File: src/rtl/baud_gen_frac.sv
// Fractional baud-rate generator: sample_tick at div_int + div_frac/2^FRAC_BITS clocks average,
// with bit_tick / mid_tick derived from an oversample counter and a shadowed divisor.
module baud_gen_frac #(
  parameter int DIV_WIDTH    = 16,
  parameter int FRAC_BITS    = 4,
  parameter int OVERSAMPLE   = 16,
  parameter int DEF_DIV_INT  = 81,
  parameter int DEF_DIV_FRAC = 6
) (
  input  logic                 clk,
  input  logic                 reset,
  input  logic                 enable,
  input  logic                 resync,
  input  logic                 div_wr,
  input  logic [DIV_WIDTH-1:0] div_int,
  input  logic [FRAC_BITS-1:0] div_frac,
  output logic                 sample_tick,
  output logic                 bit_tick,
  output logic                 mid_tick,
  output logic                 cfg_pending,
  output logic                 cfg_err
);

  localparam int OW = $clog2(OVERSAMPLE);
  localparam logic [OW-1:0]        OS_LAST  = OW'(OVERSAMPLE - 1);
  localparam logic [OW-1:0]        OS_MID   = OW'(OVERSAMPLE / 2 - 1);
  localparam logic [OW-1:0]        OS_ONE   = OW'(1);
  localparam logic [DIV_WIDTH:0]   CNT_ONE  = (DIV_WIDTH + 1)'(1);
  localparam logic [DIV_WIDTH-1:0] DEF_INT  = DIV_WIDTH'(DEF_DIV_INT);
  localparam logic [FRAC_BITS-1:0] DEF_FRAC = FRAC_BITS'(DEF_DIV_FRAC);

  logic [DIV_WIDTH:0]   cnt;
  logic [DIV_WIDTH:0]   per;
  logic [FRAC_BITS-1:0] acc;
  logic [OW-1:0]        os_cnt;
  logic [DIV_WIDTH-1:0] int_cur;
  logic [FRAC_BITS-1:0] frac_cur;
  logic [DIV_WIDTH-1:0] sh_int;
  logic [FRAC_BITS-1:0] sh_frac;

  logic                 tick_edge;
  logic                 apply;
  logic                 wr_ok;
  logic [FRAC_BITS:0]   acc_sum;
  logic [DIV_WIDTH:0]   per_next;

  always_comb begin
    tick_edge = enable && !resync && (cnt == (per - CNT_ONE));
    apply     = cfg_pending && (tick_edge || !enable || resync);
    wr_ok     = (div_int != '0);
    acc_sum   = {1'b0, acc} + {1'b0, frac_cur};
    // the fractional carry stretches the next period by one clock
    per_next  = {1'b0, int_cur} + {{DIV_WIDTH{1'b0}}, acc_sum[FRAC_BITS]};
  end

  always_ff @(posedge clk) begin
    if (!reset) begin
      cnt         <= '0;
      per         <= {1'b0, DEF_INT};
      acc         <= '0;
      os_cnt      <= '0;
      int_cur     <= DEF_INT;
      frac_cur    <= DEF_FRAC;
      sh_int      <= '0;
      sh_frac     <= '0;
      sample_tick <= 1'b0;
      bit_tick    <= 1'b0;
      mid_tick    <= 1'b0;
      cfg_pending <= 1'b0;
      cfg_err     <= 1'b0;
    end else begin
      sample_tick <= tick_edge;
      bit_tick    <= tick_edge && (os_cnt == OS_LAST);
      mid_tick    <= tick_edge && (os_cnt == OS_MID);
      cfg_err     <= div_wr && !wr_ok;

      if (resync) begin
        cnt    <= '0;
        os_cnt <= '0;
        acc    <= '0;
        per    <= {1'b0, int_cur};
      end else if (tick_edge) begin
        cnt    <= '0;
        acc    <= acc_sum[FRAC_BITS-1:0];
        per    <= per_next;
        os_cnt <= (os_cnt == OS_LAST) ? '0 : os_cnt + OS_ONE;
      end else if (enable) begin
        cnt <= cnt + CNT_ONE;
      end

      // switchover overrides the period bookkeeping above; os_cnt keeps its phase
      if (apply) begin
        int_cur  <= sh_int;
        frac_cur <= sh_frac;
        per      <= {1'b0, sh_int};
        acc      <= '0;
        cnt      <= '0;
      end

      if (div_wr && wr_ok) begin
        sh_int      <= div_int;
        sh_frac     <= div_frac;
        cfg_pending <= 1'b1;
      end else if (apply) begin
        cfg_pending <= 1'b0;
      end
    end
  end

endmodule

File: config.mk
export PLATFORM = sky130hd
export DESIGN_NAME = baud_gen_frac
export DESIGN_NICKNAME = d
export VERILOG_FILES = /design/src/rtl/baud_gen_frac.sv
export SDC_FILE = /design/constraint.sdc
export NUM_CORES = 1
export LEC_CHECK = 0
export ABC_AREA = 1
export BUFFER_PORTS_ARGS = -buffer_cell sky130_fd_sc_hd__buf_2
export CORE_ASPECT_RATIO = 1.5
export CORE_MARGIN = 2
export CORE_UTILIZATION = 32
export DETAILED_ROUTE_END_ITERATION = 16
export PLACE_DENSITY_LB_ADDON = 0.08
export SYNTH_ARGS = -nofsm -noshare
export SYNTH_HDL_FRONTEND = slang
export SYNTH_SLANG_ARGS = --single-unit
File: constraint.sdc
create_clock -name clk -period 3.3 [get_ports clk]
set_clock_uncertainty 0.2 [all_clocks]
set_input_delay 0.33 -clock clk [delete_from_list [all_inputs] [get_ports clk]]
set_output_delay 0.33 -clock clk [all_outputs]
set_load 0.01 [all_outputs]
# Word-level counts from Yosys, hierarchy flattened

Index checks and enable logic that the tools add are counted.

Add/sub/neg operators: 5
Equality and inequality tests: 3
Multiplexer cells: 6
Bitwise gates (word level): 1
Reduce and logical (&&, ||, !) cells: 18

Operators by type and width:

| operator              | number |
|---|---|
| $mux 16               | 3 |
| $add 16x1->17         | 1 |
| $add 17x1->17 const B | 1 |
| $eq 17x17->1          | 1 |
| $sub 17x1->17 const B | 1 |
| $reduce_bool 16->1    | 1 |
| $logic_and 1x1->1     | 7 |
| $add 4x4->5           | 1 |
| $add 4x1->4 const B   | 1 |
| $eq 4x3->1 const B    | 1 |
| $eq 4x4->1 const B    | 1 |
| $mux 4                | 1 |
| $reduce_or 4->1       | 1 |
| $logic_not 1->1       | 3 |
| $reduce_bool 3->1     | 1 |
| $reduce_or 3->1       | 1 |
| $logic_or 1x1->1      | 2 |
| $mux 1                | 2 |
| $reduce_bool 2->1     | 1 |
| $reduce_or 2->1       | 1 |
| $not 1->1             | 1 |

Register bits: 87

# Longest topological paths before layout

Gate-level depths: netlist of the first run.

Depth after elaboration: 8
Depth in mapped cells: 19
Depth with buffers taken out: 18

# Least setup slack after synthesis of the first run

No wires, ideal clock.

Path kind: register to register
Start: reg acc[0]
End: reg per[12]
Library setup time: 0.113 ns
Data arrival time: 2.426 ns
Data required time: 2.987 ns
Slack: 0.562 ns
Cell stages (with the launch flop): 19
Path through: dfxtp_1 ha_1 inv_1 fa_1 o21ai_0 ha_1 ha_1 nand3_1 nor2_1 inv_1 nor2_1 nand3_1 xor2_1 nand2_1 o21ai_0 nand2_1 nand2_1 nor2_1 nor2_1

Longest elaborated chain between the ends: 5

Ends and longest elaborated chain:

| element                | RTL line | source |
|---|---|---|
| start, declared        | 34       | `logic [FRAC_BITS-1:0] acc;` |
| start signal, assigned | 84       | `acc <= acc_sum[FRAC_BITS-1:0];` |
| $add 4x4->5            | 51       | `acc_sum = {1'b0, acc} + {1'b0, frac_cur};` |
| $add 16x1->17          | 53       | `per_next = {1'b0, int_cur} + {{DIV_WIDTH{1'b0}}, acc_sum[FRAC_BITS]};` |
| $mux 16                | 82       | `end else if (tick_edge) begin` |
| $mux 16                | 77       | `if (resync) begin` |
| $mux 16                | 92       | `if (apply) begin` |
| end signal, assigned   | 81       | `per <= {1'b0, int_cur};` |
| end signal, assigned   | 85       | `per <= per_next;` |
| end signal, assigned   | 95       | `per <= {1'b0, sh_int};` |
| end, declared          | 33       | `logic [DIV_WIDTH:0] per;` |

Every way passes these cells. The select of a mux whose other input is x is not followed.
A chain may end at the register's enable or synchronous reset.

# Worst setup path after layout of the first run

Same ends and word-level chain as after synthesis.

==> flow_metrics.tcl, run 1 <==
set metrics [dict create \
    status "finished, final reports clean" \
    overflow 0 \
    n_fill_cell 1680 \
    p_total_w 0.00241 \
    syn_inst 717 \
    clkTransAtPathRegs_ns 0.07 \
    port_buffers 29 \
    core-area_sq_mm 0.0155 \
    die_area_sq_mm 0.0167 \
    nets 781 \
    grt_use_total_pct 15.7 \
    viasPerCell 4.69 \
    cts_buffer_depth 2 \
    power.density_mw_per_mm2 427 \
    synth_top_area_share_pct 34.8 \
    slew_violations 0 \
    final_common_cell "nand2_1" \
    vias 4479 \
    grt_pass1_wl_mm 20.6 \
    final_cells 954 \
    cp.arrival_ns 3.05 \
    vdd_drop_max_mv 0.188 \
    hold_slack_ns 0.0339 \
    final_area_sq_mm 0.00565 \
    hold_buffers 0 \
    min_period_ns 3.01 \
    detailed_place_hpwl_mm 9.78 \
    dp_slack_ns 0.217 \
    cts_buffers 9 \
    path_cells "ha_1, inv_1, fa_1, o21ai_0, buf_4, ha_1, ha_1, nand3_1, nor2_1, inv_1, nor2_1, nand3_1, xor2_1, nand2_1, o21ai_0, nand2_1, nand2_1, nor2_1, nor2_1" \
    first_pass_iters 4 \
    synth_top_cell_by_area "dfxtp_1" \
    num_rows 56 \
    grtUsageMet1_pct 16.5 \
    drive_gt1_share_pct 13.8 \
    grt_use_met3_pct 2.36 \
    globalRouteMet2Util_pct 30.7 \
    min_path_cells 3 \
    syn_area_sq_mm 0.00500 \
    tightest_slew_ns 0.591 \
    synth_flop_cell "dfxtp_1" \
    busiest_layer "met2" \
    fin_ws_ns 0.290 \
    hold_viol_final 0 \
    max_stage_delay_ns 0.39 \
    cp_max_fo 3 \
    pin_count 30 \
    max_freq_mhz 332 \
    maxCapViolCount 0 \
    hp-class "in -> reg" \
    drtIter0Drc 119 \
    ys.warnings.count 0 \
    initial_core_util_pct 32.3 \
    synthArstFlopShare_pct 0 \
    drc_errors 0 \
    synth.avg_cell_area_sq_um 6.98 \
    place_congestion 0.886 \
    synth-seq-area-share_pct 34.8 \
    placed_area_sq_mm 0.00537 \
    antenna_left 0 \
    clock_sinks 87 \
    dp.cells 938 \
    relSlewSlack_pct 60.4 \
    worstSkewPairLatency_ns 0.34 \
    htreeDepth 3 \
    synth_area_leaders "dfxtp_1, nand2_1, nor2_1" \
    worstSetupPathType "reg -> reg" \
    post_drt_wl_per_cell_um 13.0 \
    crit_required_ns 3.34 \
    setup_viol 0 \
    synth_enable_flop_cells 0 \
    p_leak_nw 2.45 \
    tritoncts "yes" \
    critPathMostFrequentCell "nor2_1" \
    syn-num-nets 752 \
    yosys_register_bits 87 \
    startpoint_type "flop" \
    die_h_um 157 \
    critical_path.slowest_cell "fa_1" \
    die_w_um 106 \
    finalWirelength_mm 12.4 \
    syn_to_final_growth_pct 12.9 \
    cts_root_buffer "clkbuf_16" \
    grt_max_degree 55 \
    antenna_found_initial 0 \
    antenna-diode-count 0 \
    period_share_pct 91.2 \
    final_cell_mix "nand2_1, nor2_1, dfxtp_1" \
    grt_pass1_vias 4373 \
    synth_cell_types 44 \
    r2r_cells 19 \
    end_kind "flop" \
]
## synthesized netlist by cell type (2+ instances only)
cell type,count
nand2_1,191
nor2_1,99
dfxtp_1,87
nand3_1,66
inv_1,46
o21ai_0,31
xor2_1,31
a21oi_1,24
nor2_2,17
clkbuf_1,13
nand4_1,13
xnor2_1,12
ha_1,9
nand3b_1,9
nor4_1,7
nor2_4,6
buf_2,4
nand2_2,4
nand2_4,4
nor3_1,4
nor3_2,4
buf_6,3
clkinv_1,3
nand3_2,3
o211ai_1,3
and2_1,2
buf_4,2
inv_2,2
nand4_2,2
o21ai_1,2
## metrics by stage
| stage | util (%) | TNS, ns |
|---|---|---|
| after global placement | 34.7 | 0 |
| after CTS | 36.4 | 0 |
| after global routing | 36.5 | -0.00558 |
| after detailed placement | 34.7 | 0 |
| after floorplan | - | 0 |
| final | 36.5 | 0 |
## final timing paths
check,from,to,slack (ns)
worst max-delay path,acc[0]$_SDFFE_PP0P_,per[12]$_SDFFE_PN0P_,0.29
worst min-delay path,div_wr,cfg_err$_SDFF_PN0_,0.03
worst max register to register,acc[0]$_SDFFE_PP0P_,per[12]$_SDFFE_PN0P_,0.29
worst min register to register,sh_frac[1]$_SDFFE_PN0P_,sh_frac[1]$_SDFFE_PN0P_,0.26
## worst max-delay path: cells and delay by family (launching register included)
family          cells  cell delay [ns]
simple gates        9             0.77
xor+xnor            1             0.16
buf+inv             3             0.30
fa+ha+maj           4             0.90
flops               1             0.33
compound gates      2             0.26
## state kept, by name, indices dropped and copies added (netlist names)
register and flops:
os_cnt 4, cfg_err 1, cfg_pending 1, cnt 17
sh_int 16, sh_frac 4, frac_cur 4, bit_tick 1
sample_tick 1, per 17, acc 4, int_cur 16
mid_tick 1
## per-layer routing
layer  routed length (um)  vias up
li1                     -     2372
met1                 5130     2039
met2                 6750       50
met3                  225       18
met4                  287        0
met5                    0        -
## where the power goes
group	switching [W]	internal, W	total [W]
sequential	0.0000404	0.00109	0.00113
clock	0.000446	0.000515	0.000961
combinational	0.000205	0.000118	0.000323
## timing repair
action,4_1_cts,5_1_grt
setup endpoints to repair,0,1
resized for setup,0,1
buffers inserted,0,0
## cells by family after synthesis
logic type,Yosys count,share of synthesized area (%)
AND/OR/NAND/NOR,438,41.4
flip-flops,87,34.8
XOR/XNOR,43,7.53
buffers and inverters,75,6.65
adder cells (fa/ha/maj),10,2.65
AO/OA/AOI/OAI,64,6.95
## area by class of cell
class	instances	area, sq um	area share (%)
repair buffers	42	255	4.52
clock buffers	10	229	4.05
well taps	203	254	4.50
inverters	51	191	3.39
flip-flops and latches	87	1740	30.8
multi-input cells	555	2930	51.9
clock inverters	6	43.8	0.775
Note: power is estimated with default switching activity, not from simulation.
==> run 2: changes to the inputs <==
- BUFFER_PORTS_ARGS: -buffer_cell sky130_fd_sc_hd__buf_2 -> -buffer_cell sky130_fd_sc_hd__buf_4
==> flow_metrics.tcl, run 2 (synthesis gave the netlist of run 1 again) <==
set metrics [dict create \
    drc_errors 0 \
    first_pass_iters 4 \
    globalRouteMet2Util_pct 30.2 \
    busiest_layer "met2" \
    cp_max_fo 3 \
    startpoint_type "flop" \
    pin_count 30 \
    cp.arrival_ns 3.07 \
    die_area_sq_mm 0.0167 \
    postCtsSetupRepairBufs 0 \
    fin_ws_ns 0.263 \
    end_kind "flop" \
    setup_viol 0 \
    p_total_w 0.00246 \
    path_cells "ha_1, inv_1, fa_1, o21ai_0, buf_4, ha_1, ha_1, nand3_1, nor2_2, inv_1, nor2_1, nand3_1, xor2_1, nand2_1, o21ai_0, nand2_1, nand2_1, nor2_1, nor2_1" \
    finalWirelength_mm 12.3 \
    crit_required_ns 3.33 \
    drtIter0Drc 131 \
    tritoncts "yes" \
    worstSetupPathType "reg -> reg" \
    reg_top3 "cnt x17, per x17" \
    hp-class "in -> reg" \
    port_buffers 29 \
    power.density_mw_per_mm2 428 \
    clkTransAtPathRegs_ns 0.06 \
    critical_path.slowest_cell "fa_1" \
    dp_slack_ns 0.253 \
    grt_pass1_vias 4368 \
    core-area_sq_mm 0.0155 \
    relSlewSlack_pct 60.3 \
    p_leak_nw 2.48 \
    tns_ns 0 \
    status "finished, final reports clean" \
    htreeDepth 3 \
    min_period_ns 3.04 \
    viasPerCell 4.66 \
    max_freq_mhz 329 \
    maxCapViolCount 0 \
    initial_core_util_pct 32.3 \
    grt_use_met3_pct 2.90 \
    nets 784 \
    slew_violations 0 \
    cts_root_buffer "clkbuf_16" \
    cts_buffers 9 \
    period_share_pct 92.0 \
    tightest_slew_ns 0.587 \
    hold_buffers 0 \
    die_h_um 157 \
    drive_gt1_share_pct 14.5 \
    overflow 0 \
    grt_max_degree 36 \
    antenna_left 0 \
    worstSkewPairLatency_ns 0.34 \
    final_cell_mix "nand2_1, nor2_1, dfxtp_1" \
    max_stage_delay_ns 0.40 \
    clock_sinks 87 \
    detailed_place_hpwl_mm 9.77 \
    antenna_found_initial 0 \
    num_rows 56 \
    die_w_um 106 \
    place_congestion 0.894 \
    final_common_cell "nand2_1" \
    vdd_drop_max_mv 0.206 \
    grt_use_total_pct 15.7 \
    grtUsageMet1_pct 16.6 \
    post_drt_wl_per_cell_um 12.9 \
    syn_to_final_growth_pct 15.0 \
    vias 4458 \
    antenna-diode-count 0 \
    hold_slack_ns 0.0391 \
    grt_pass1_wl_mm 20.8 \
    hold_viol_final 0 \
    rsz0062_at_grt "no" \
    cts_buffer_depth 2 \
]
==> run 2: routing by layer <==
metal / up-vias / share of wire [%]
met2: 58 / 53
met4: 0 / 3.0
li1: 2375 / -
met5: - / 0
met3: 19 / 2.1
met1: 2006 / 42
==> run 2: worst paths after layout <==
| path | depth (start not counted) | to | startpoint | slack [ns] |
|---|---|---|---|---|
| min reg2reg | 2 | sh_frac[2]$_SDFFE_PN0P_ | sh_frac[2]$_SDFFE_PN0P_ | 0.25 |
| min | 3 | cfg_err$_SDFF_PN0_ | div_wr | 0.04 |
| max | 19 | per[12]$_SDFFE_PN0P_ | frac_cur[0]$_SDFFE_PN0P_ | 0.26 |
| max reg2reg | 19 | per[12]$_SDFFE_PN0P_ | frac_cur[0]$_SDFFE_PN0P_ | 0.26 |
==> run 2: power by group <==
part           total (W)  switching [W]  internal, W
Clock            0.00100       0.000445     0.000557
Combinational   0.000330       0.000204     0.000126
Sequential       0.00113      0.0000421      0.00109
Total            0.00246       0.000691      0.00177
==> run 2: layout make-up <==
cell class | instances | area, sq um
clock buffers | 11 | 253
clock inverters | 5 | 41.3
fillers | 1664 | 9730
inverters | 51 | 191
multi-input cells | 555 | 2940
flip-flops and latches | 87 | 1740
well taps | 203 | 254
repair buffers | 45 | 338
==> run 2: through the flow <==
step	utilization (%)	cell area (sq um)	std cells
4_1_cts	37.1	5750	957
3_5_place_dp	35.2	5450	941
6_report	37.2	5750	957
3_3_place_gp	35.2	5450	941
5_1_grt	37.2	5750	957
2_1_floorplan	-	5000	717
==> run 2: repair_timing <==
action,in CTS,in global routing
endpoints found under the hold margin,0,0
setup endpoints to repair,0,2
resized for setup,0,2
==> run 2: worst max-delay path: cells and delay by family, from the launching register on <==
family | cells | cell delay, ns
XOR/XNOR | 1 | 0.17
AND/OR/NAND/NOR | 9 | 0.78
AO/OA/AOI/OAI | 2 | 0.29
buffers and inverters | 3 | 0.26
adder cells (fa/ha/maj) | 4 | 0.92
flip-flops | 1 | 0.33
==> run 3: changes to the inputs <==
- MAX_ROUTING_LAYER: unset -> met4
==> flow_metrics.tcl, run 3 (synthesis gave the netlist of run 1 again) <==
set metrics [dict create \
    status "finished, final reports clean" \
    clock_sinks 87 \
    htreeDepth 3 \
    crit_start "frac_cur[0]$_SDFFE_PN0P_" \
    r2r_slack_ns 0.26 \
    hold_viol_final 0 \
    overflow 0 \
    worstSkewPairLatency_ns 0.34 \
    maxCapViolCount 0 \
    nets 784 \
    die_h_um 157 \
    relSlewSlack_pct 60.3 \
    cts_root_buffer "clkbuf_16" \
    cp.arrival_ns 3.07 \
    core-area_sq_mm 0.0155 \
    cts_buffers 9 \
    tns_ns 0 \
    startpoint_type "flop" \
    post_drt_wl_per_cell_um 12.9 \
    grt_pass1_vias 4370 \
    final_cell_mix "nand2_1, nor2_1, dfxtp_1" \
    antenna-diode-count 0 \
    grt_max_degree 36 \
    final_common_cell "nand2_1" \
    min_period_ns 3.04 \
    first_pass_iters 4 \
    p_leak_nw 2.48 \
    grt_pass1_wl_mm 20.8 \
    tightest_slew_ns 0.587 \
    die_w_um 106 \
    p_total_w 0.00247 \
    period_share_pct 92.0 \
    pin_count 30 \
    drtIter0Drc 126 \
    viasPerCell 4.66 \
    antenna_found_initial 0 \
    detailed_place_hpwl_mm 9.77 \
    antenna_left 0 \
    slew_violations 0 \
    finalWirelength_mm 12.4 \
    grt_use_total_pct 16.2 \
    cts_buffer_depth 2 \
    initial_core_util_pct 32.3 \
    reg_top3 "cnt x17, per x17" \
    cp_max_fo 3 \
    setup_viol 0 \
    vias 4458 \
    hold_buffers 0 \
    reg2reg_from "frac_cur[0]$_SDFFE_PN0P_" \
    die_area_sq_mm 0.0167 \
    syn_to_final_growth_pct 15.0 \
    power.density_mw_per_mm2 429 \
    drive_gt1_share_pct 14.5 \
    drc_errors 0 \
    max_freq_mhz 329 \
    port_buffers 29 \
    postCtsSetupRepairBufs 0 \
    end_kind "flop" \
    r2r_end "per[12]$_SDFFE_PN0P_" \
    place_congestion 0.910 \
    vdd_drop_max_mv 0.206 \
    worstSetupEndpoint "per[12]$_SDFFE_PN0P_" \
    rsz0062_at_grt "no" \
    crit_required_ns 3.34 \
    r2r_cells 19 \
    worstSetupPathType "reg -> reg" \
    num_rows 56 \
    hp-class "in -> reg" \
    clkTransAtPathRegs_ns 0.06 \
    tritoncts "yes" \
]
## run 3: cell counts in the layout (fill, tap and decap cells not counted)
No cell type changed its count.
## run 3: routing by layer
metal / global-route usage (%) / wire length [um] / share of wire [%] / vias up
met5: - / 0 / 0 / -
met2: 30.2 / 6500 / 53 / 66
met1: 16.6 / 5220 / 42 / 1998
met3: 2.90 / 280 / 2.3 / 20
met4: 6.64 / 365 / 3.0 / 0
li1: - / - / - / 2374
## run 3: cell type report
| type | instances | area, sq um |
|---|---|---|
| Clock buffer | 11 | 253 |
| Clock inverter | 5 | 41.3 |
| Fill cell | 1664 | 9730 |
| Inverter | 51 | 191 |
| Multi-Input combinational cell | 555 | 2940 |
| Sequential cell | 87 | 1740 |
| Tap cell | 203 | 254 |
| Timing Repair Buffer | 45 | 338 |
## run 3: where the power goes
part | leakage, nW | internal, W | switching, W
registers | 0.711 | 0.00109 | 0.0000422
logic | 1.63 | 0.000126 | 0.000205
clock network | 0.138 | 0.000557 | 0.000447
total | 2.48 | 0.00177 | 0.000693
## run 3: timing repair
action,CTS,global route
endpoints found under the hold margin,0,0
resized for setup,0,2
endpoints found under the setup margin,0,2
## run 3: metrics by stage
| stage | hold WS, ns | util (%) | worst slack (ns) | instances | area [sq um] |
|---|---|---|---|---|---|
| 6_report | 0.0381 | 37.2 | 0.263 | 957 | 5750 |
| 3_5_place_dp | 0.246 | 35.2 | 0.253 | 941 | 5450 |
| 3_3_place_gp | 0.247 | 35.2 | 0.282 | 941 | 5450 |
| 4_1_cts | 0.0243 | 37.1 | 0.220 | 957 | 5750 |
| 2_1_floorplan | 0.231 | - | 0.562 | 717 | 5000 |
| 5_1_grt | 0.0430 | 37.2 | 0.00852 | 957 | 5750 |
## run 3: how the worst min path moves through the flow
stage | start | end | slack (ns) | cells past startpoint
finish | div_wr | cfg_err$_SDFF_PN0_ | 0.04 | 3
global route | div_wr | cfg_err$_SDFF_PN0_ | 0.04 | 3
CTS | div_frac[3] | sh_frac[3]$_SDFFE_PN0P_ | 0.02 | 3
detailed placement | sh_frac[2]$_SDFFE_PN0P_ | sh_frac[2]$_SDFFE_PN0P_ | 0.25 | 2
global placement | sh_frac[2]$_SDFFE_PN0P_ | sh_frac[2]$_SDFFE_PN0P_ | 0.25 | 2
floorplan | sh_frac[1]$_SDFFE_PN0P_ | sh_frac[1]$_SDFFE_PN0P_ | 0.23 | 2
## run 3: critical path, cell delays in order, from the launching register on
cell	delay, ns
dfxtp_1	0.33
ha_1	0.16
inv_1	0.05
fa_1	0.40
o21ai_0	0.19
buf_4	0.15
ha_1	0.18
ha_1	0.18
nand3_1	0.09
nor2_2	0.12
inv_1	0.06
nor2_1	0.12
nand3_1	0.13
xor2_1	0.17
nand2_1	0.06
o21ai_0	0.10
nand2_1	0.08
nand2_1	0.05
nor2_1	0.08
nor2_1	0.05
